$ cat src/rtl/add_sequencer_if.sv
`default_nettype none
// ============================================================================
// Module      : add_sequencer_if
// Description : Request/response handshake bundle for add_sequencer.
// Revision    : 1.0
// ============================================================================
interface add_sequencer_if #(
    parameter int N     = 8,
    parameter int WORDS = 4
);
    logic               in_valid;
    logic               in_ready;
    logic [N*WORDS-1:0] a;
    logic [N*WORDS-1:0] b;
    logic               cin;
    logic               sub;
    logic               out_valid;
    logic               out_ready;
    logic [N*WORDS-1:0] sum;
    logic               cout;
    logic               overflow;
    logic               busy;

    modport master (
        output in_valid, a, b, cin, sub, out_ready,
        input  in_ready, out_valid, sum, cout, overflow, busy
    );

    modport slave (
        input  in_valid, a, b, cin, sub, out_ready,
        output in_ready, out_valid, sum, cout, overflow, busy
    );
endinterface
`default_nettype wire

$ cat src/rtl/add_sequencer.sv
`default_nettype none
// ============================================================================
// Module      : add_sequencer
// Description : Wide adder/subtractor built from one N-bit slice, LSB word first.
// Revision    : 1.0
// ============================================================================
module add_sequencer #(
    parameter int N     = 8,
    parameter int WORDS = 4
) (
    input  wire logic      clk,
    input  wire logic      rst,
    add_sequencer_if.slave bus
);
    localparam int              W      = N * WORDS;
    localparam int              IDX_W  = $clog2(WORDS);
    localparam logic [IDX_W-1:0] c_LAST = IDX_W'(WORDS - 1);

    localparam logic [1:0] c_IDLE = 2'd0;
    localparam logic [1:0] c_RUN  = 2'd1;
    localparam logic [1:0] c_DONE = 2'd2;

    logic [1:0]       state_q, state_d;
    logic [IDX_W-1:0] idx_q;
    logic [W-1:0]     a_q, b_q, sum_q;
    logic             carry_q, cout_q, ovf_q;

    logic [N-1:0]     w_x, w_y, w_s;
    logic             w_cmsb, w_cout, w_last;
    logic             w_in_ready, w_out_valid, w_busy;

    assign w_last = (idx_q == c_LAST);
    assign w_x    = a_q[idx_q*N +: N];
    assign w_y    = b_q[idx_q*N +: N];

    // Shared slice: generate/propagate carry chain; the carry into the top
    // bit is kept separately for the signed overflow flag.
    always_comb begin
        logic v_c;
        w_s    = '0;
        w_cmsb = 1'b0;
        v_c    = carry_q;
        for (int i = 0; i < N; i++) begin
            w_s[i] = w_x[i] ^ w_y[i] ^ v_c;
            if (i == N - 1) begin
                w_cmsb = v_c;
            end
            v_c = (w_x[i] & w_y[i]) | ((w_x[i] ^ w_y[i]) & v_c);
        end
        w_cout = v_c;
    end

    always_ff @(posedge clk) begin
        if (rst) begin
            state_q <= c_IDLE;
        end else begin
            state_q <= state_d;
        end
    end

    always_comb begin
        state_d = state_q;
        case (state_q)
            c_IDLE:  if (bus.in_valid)  state_d = c_RUN;
            c_RUN:   if (w_last)        state_d = c_DONE;
            c_DONE:  if (bus.out_ready) state_d = c_IDLE;
            default:                    state_d = c_IDLE;
        endcase
    end

    always_comb begin
        w_in_ready  = (state_q == c_IDLE);
        w_out_valid = (state_q == c_DONE);
        w_busy      = (state_q != c_IDLE);
    end

    always_ff @(posedge clk) begin
        if (rst) begin
            idx_q   <= '0;
            a_q     <= '0;
            b_q     <= '0;
            sum_q   <= '0;
            carry_q <= 1'b0;
            cout_q  <= 1'b0;
            ovf_q   <= 1'b0;
        end else begin
            case (state_q)
                c_IDLE: begin
                    if (bus.in_valid) begin
                        a_q     <= bus.a;
                        b_q     <= bus.sub ? ~bus.b : bus.b;
                        carry_q <= bus.sub | bus.cin;
                        idx_q   <= '0;
                    end
                end
                c_RUN: begin
                    sum_q[idx_q*N +: N] <= w_s;
                    carry_q             <= w_cout;
                    if (w_last) begin
                        cout_q <= w_cout;
                        ovf_q  <= w_cmsb ^ w_cout;
                    end else begin
                        idx_q <= idx_q + 1'b1;
                    end
                end
                default: ;
            endcase
        end
    end

    assign bus.in_ready  = w_in_ready;
    assign bus.out_valid = w_out_valid;
    assign bus.busy      = w_busy;
    assign bus.sum       = sum_q;
    assign bus.cout      = cout_q;
    assign bus.overflow  = ovf_q;
endmodule
`default_nettype wire

$ cat src/flat_wrapper.sv
// flat-port wrapper written by rule: the top's interface ports become plain ports
module add_sequencer_flat 
#(
    parameter int N     = 8,
    parameter int WORDS = 4
)
  (clk, rst, bus_in_valid, bus_a, bus_b, bus_cin, bus_sub, bus_out_ready, bus_in_ready, bus_out_valid, bus_sum, bus_cout, bus_overflow, bus_busy);
  add_sequencer_if #(.N(N), .WORDS(WORDS)) bus_i ();
  input  wire logic clk;
  input  wire logic rst;
  input wire logic [$bits(bus_i.in_valid)-1:0] bus_in_valid;
  input wire logic [$bits(bus_i.a)-1:0] bus_a;
  input wire logic [$bits(bus_i.b)-1:0] bus_b;
  input wire logic [$bits(bus_i.cin)-1:0] bus_cin;
  input wire logic [$bits(bus_i.sub)-1:0] bus_sub;
  input wire logic [$bits(bus_i.out_ready)-1:0] bus_out_ready;
  output wire logic [$bits(bus_i.in_ready)-1:0] bus_in_ready;
  output wire logic [$bits(bus_i.out_valid)-1:0] bus_out_valid;
  output wire logic [$bits(bus_i.sum)-1:0] bus_sum;
  output wire logic [$bits(bus_i.cout)-1:0] bus_cout;
  output wire logic [$bits(bus_i.overflow)-1:0] bus_overflow;
  output wire logic [$bits(bus_i.busy)-1:0] bus_busy;
  assign bus_i.in_valid = bus_in_valid;
  assign bus_i.a = bus_a;
  assign bus_i.b = bus_b;
  assign bus_i.cin = bus_cin;
  assign bus_i.sub = bus_sub;
  assign bus_i.out_ready = bus_out_ready;
  assign bus_in_ready = bus_i.in_ready;
  assign bus_out_valid = bus_i.out_valid;
  assign bus_sum = bus_i.sum;
  assign bus_cout = bus_i.cout;
  assign bus_overflow = bus_i.overflow;
  assign bus_busy = bus_i.busy;
  add_sequencer #(.N(N), .WORDS(WORDS)) u_core (.clk(clk), .rst(rst), .bus(bus_i));
endmodule
$ cat config.mk
export PLATFORM = sky130hd
export DESIGN_NAME = add_sequencer_flat
export DESIGN_NICKNAME = d
export VERILOG_FILES = /design/src/rtl/add_sequencer_if.sv /design/src/rtl/add_sequencer.sv /design/src/flat_wrapper.sv
export SDC_FILE = /design/constraint.sdc
export NUM_CORES = 1
export LEC_CHECK = 0
export BUFFER_PORTS_ARGS = -buffer_cell sky130_fd_sc_hd__buf_2
export CORE_AREA = 2 2 133 83
export DETAILED_ROUTE_END_ITERATION = 12
export DIE_AREA = 0 0 135 85
export PLACE_DENSITY = 0.71
export SYNTH_ARGS = -nofsm -noshare
export SYNTH_HDL_FRONTEND = slang
export SYNTH_SLANG_ARGS = --single-unit
$ cat constraint.sdc
create_clock -name clk -period 13.8 [get_ports clk]
set_input_delay 3.45 -clock clk [delete_from_list [all_inputs] [get_ports clk]]
set_output_delay 3.45 -clock clk [all_outputs]
set_load 0.05 [all_outputs]
After elaboration in Yosys (flattened, before gate mapping). Cells that the tools add are included.

$add $sub $neg: 2. Equal/unequal tests: 7. Shifts and indexed selects: 4. Multiplexer cells: 11. Bitwise gates (word level): 43. Reductions and logical operators: 8.

Operator list (count): $shiftx 32x6->8 (2); $neg 5->34 (1); $shift 8x34->32 const A (1); $shiftx 8x34->32 (1); $bwmux 32 (1); $mux 32 (1); $not 32->32 (1); $xor 1x1->1 (17); $and 1x1->1 (16); $mux 2 (5); $or 1x1->1 (9); $ne 2x2->1 const B (3); $pmux 2 s3 (1); $reduce_and 2->1 (3); $reduce_and 3->1 (2); $eq 2x2->1 const B (2); $pmux 2 s2 (1); $reduce_bool 2->1 (2); $add 2x1->2 const B (1); $eq 2x1->1 const B (1); $logic_not 2->1 (1); $ne 2x1->1 const B (1); $pmux 1 s2 (1); $mux 1 (1).

Bits in registers: 103. Bits of input ports: 70.

Logic depth before layout (Yosys ltp).
Depth in word-level cells: 19. Gate-level depth with buffers: 16.

Worst setup path after synthesis. Ideal clock, no wire load.

Path kind: reg2out. Start: register u_core.state_q[1]. End: output port bus_in_ready. Data arrival time: 1208 ps. Slack: 9142 ps. Cell stages (with the launch flop): 4. Buffers on the path: 1. Cells stage by stage: dfxtp_1 -> buf_6 -> or2_2 -> inv_1.

Cells in the longest elaborated chain, start to end: 1.

RTL lines: start: declaration (RTL line add_sequencer.sv:23) `logic [1:0] state_q, state_d;`; start signal: assignment (RTL line add_sequencer.sv:55) `state_q <= c_IDLE;`; start signal: assignment (RTL line add_sequencer.sv:57) `state_q <= state_d;`; $logic_not 2->1 (RTL line add_sequencer.sv:72) `w_in_ready = (state_q == c_IDLE);`; end: declaration (RTL line flat_wrapper.sv:17) `output wire logic [$bits(bus_i.in_ready)-1:0] bus_in_ready;`.

Every way passes these cells.

Worst setup path after layout. Ends and elaborated chain as after synthesis.

==> metrics.csv <==
metric,value,unit
met1 WL,5572,um
Top Metal Used,met4,
ys flop type,dfxtp_1,
sequential share of the synthesized area,45.26,%
fin nets,627,
TritonCTS clock tree,done,
DIE HEIGHT,85,um
Worst Setup Path Type,reg2out,
Synth cell types,35,
CP max FO,10,
actual slew at the worst max-slew pin,1.133,ns
WHS Path Cells,2,
WL per Instance,15.67,um
final hold violation count,0,
Placed Cells,671,
largest net degree at the start of global routing,97,
Synth Cell Area,4556,um2
Hold Slack,0.4511,ns
max incr delay on CP,0.43,ns
CTS resizes,0,
"commonest non-fill, non-tap cells in the layout","106 x buf_2, 103 x dfxtp_1, 67 x nand2_1",
max-cap check violation count,0,
clock power share,36.9,%
antenna cells,0,
P&R area growth vs syn,18.46,%
Stages on worst setup path,3,
register bit total from synthesis,103,
Post-synth EDFFs,0,
setup TNS after final layout,0,ns
"critical path, cell by cell","or2_2, inv_1, buf_2",
register-to-register setup slack,8.95,ns
Int Power,495.2,uW
Slew headroom,24.46,%
clk buf depth,2,
Mapped Nets,541,
Root Buffer,clkbuf_16,
Crit path max-delay family,flip-flops,
outcome,"complete, no violations",
Worst setup SP type,flop,
combinational share of power,14.9,%
first-pass GRT wire length,17010,um
total setup buffers inserted after CTS,0,
Core Region,10300,um2
Util after Layout,52.37,%
CTS sink cnt,103,
TritonCTS Buffers,9,
Die ar.,11480,um2
initial antenna violation count,0,
vias post-DR,3506,
ys async rst share,0,%
Final Power,671.2,uW
yosys warns,0,
routed wire length,10760,um
switch share,26.22,%
CP required,10.35,ns
gr usage total,19.35,%
depth of the most critical reg-to-reg path,14,
Buffers on Ports,106,
Post-route DRC,0,
Chip Width,135,um
mean post-synth cell area,9.969,um2
met3 wire len,729,um
Layout Cells excl Fill,687,
DR iter-0 viols,272,
vias in the first global route,3301,
WP data arrival,1.42,ns
Reg power frac,48.3,%
WL met2,4391,um
worst skew pair latency,0.35,ns
Syn Inst Count,457,
H-tree Lvls,3,
layout cells sized above 1,26.82,%
P per Cell Area,124.4,nW/um2
RSZ-0062 raised after global routing,false,
GPL Wtd Cong,0.7900,
Core Rows,29,
Setup-failing EPs final,0,
net switching power,176.0,uW
FILL cells,964,
crit share post-route,35.27,%
min cycle time layout,4.867,ns
Worst setup EP type,output pin,
HP Class,reg2reg,
CP max-delay cell,dfxtp_1,
DPL Wire Length,7981,um
Initial Util,44.21,%
clock skew,0.01035,ns
hold buffers post-CTS,0,
grt ovf,0,
DR pass1 iterations,4,
max-slew violation count,0,
"Reg clk slew, reported paths",0.06,ns
Detail Route Antenna Nets,0,
"commonest non-fill, non-tap cell in the layout",buf_2,
Top Ports,107,
leakage,0.002173,uW
peak supply drop,0.06462,mV
number of buffers and inverters on the critical path,2,
Peak Freq,205.4,MHz
vias per cell,5.103,
-- logic make-up (layout without fill, tap and decap cells) --
kind of cell | Yosys count | in the layout | share of synthesized area, %
AOI/OAI and AO/OA | 107 | 107 | 16.45
buffers and inverters | 54 | 145 | 5.630
adders and majority gates | 14 | 14 | 5.163
xor gates and xnor gates | 33 | 33 | 6.344
and+or+nand+nor | 128 | 128 | 12.80
muxes | 18 | 18 | 8.349
DFF | 103 | 103 | 45.26
-- path summary, 6_finish.rpt --
path                           from                  to
setup / recovery  u_core.state_q[1]        bus_in_ready
hold / removal       u_core.a_q[24]      u_core.a_q[24]
setup reg to reg    u_core.idx_q[0]  u_core.bus.sum[23]
hold reg to reg      u_core.a_q[24]      u_core.a_q[24]
-- synthesized netlist by cell type, types with 2 or more instances --
cell type	count	area [um2]
dfxtp_1	103	2062
nand2_1	67	251.5
nor2_1	42	157.7
a21oi_1	39	195.2
xnor2_1	33	289.0
a211oi_1	32	240.2
a22o_1	32	280.3
buf_2	22	110.1
inv_1	19	71.32
mux4_2	16	360.4
clkbuf_1	9	33.78
fa_1	8	160.2
ha_1	6	75.07
buf_6	3	33.78
nand3_1	3	15.01
nor2b_1	3	18.77
mux2i_1	2	20.02
-- through the flow --
step                      setup WS (ns)  cell area [um2]
after floorplan                   9.142             4556
after global placement            8.861             5105
after detailed placement          8.817             5105
after CTS                         8.920             5396
after global routing              8.706             5396
final                             8.933             5396
-- state kept, by name (all words and copies together), names as in the netlist --
name                 flops
u_core.bus.overflow      1
u_core.bus.cout          1
u_core.carry_q           1
u_core.state_q           2
u_core.b_q              32
u_core.bus.sum          32
u_core.a_q              32
u_core.idx_q             2
-- final cells by class --
| type | count | area (um2) | share of cell area [%] |
|---|---|---|---|
| Multi-Input combinational cell | 300 | 2237 | 41.46 |
| Sequential cell | 103 | 2062 | 38.21 |
| Clock buffer | 11 | 232.7 | 4.313 |
| Clock inverter | 5 | 58.81 | 1.090 |
| Tap cell | 139 | 173.9 | 3.223 |
| Timing Repair Buffer | 110 | 560.5 | 10.39 |
| Inverter | 19 | 71.32 | 1.322 |
-- worst register-to-register path: cells and delay by family, from the launching register on --
| kind | cells | cell delay [ns] |
|---|---|---|
| buf+inv | 3 | 0.51 |
| fa+ha+maj | 8 | 2.93 |
| compound gates | 1 | 0.29 |
| mux | 1 | 0.30 |
| flops | 1 | 0.56 |
| simple gates | 1 | 0.19 |
-- routing by layer --
| metal | up-vias | track usage (%) |
|---|---|---|
| met2 | 119 | 27.13 |
| li1 | 1752 | - |
| met3 | 6 | 6.332 |
| met4 | 0 | 3.883 |
| met1 | 1629 | 29.13 |
| met5 | - | 0 |
-- power groups by stage --
stage,clock network [uW],logic [uW],registers [uW]
3_3_place_gp,0,98.2,330
4_1_cts,250,101,324
2_1_floorplan,0,69.9,331
5_1_grt,261,111,326
3_5_place_dp,0,99.9,330
6_report,247,99.7,324
Power figures use the tool's default switching activity.
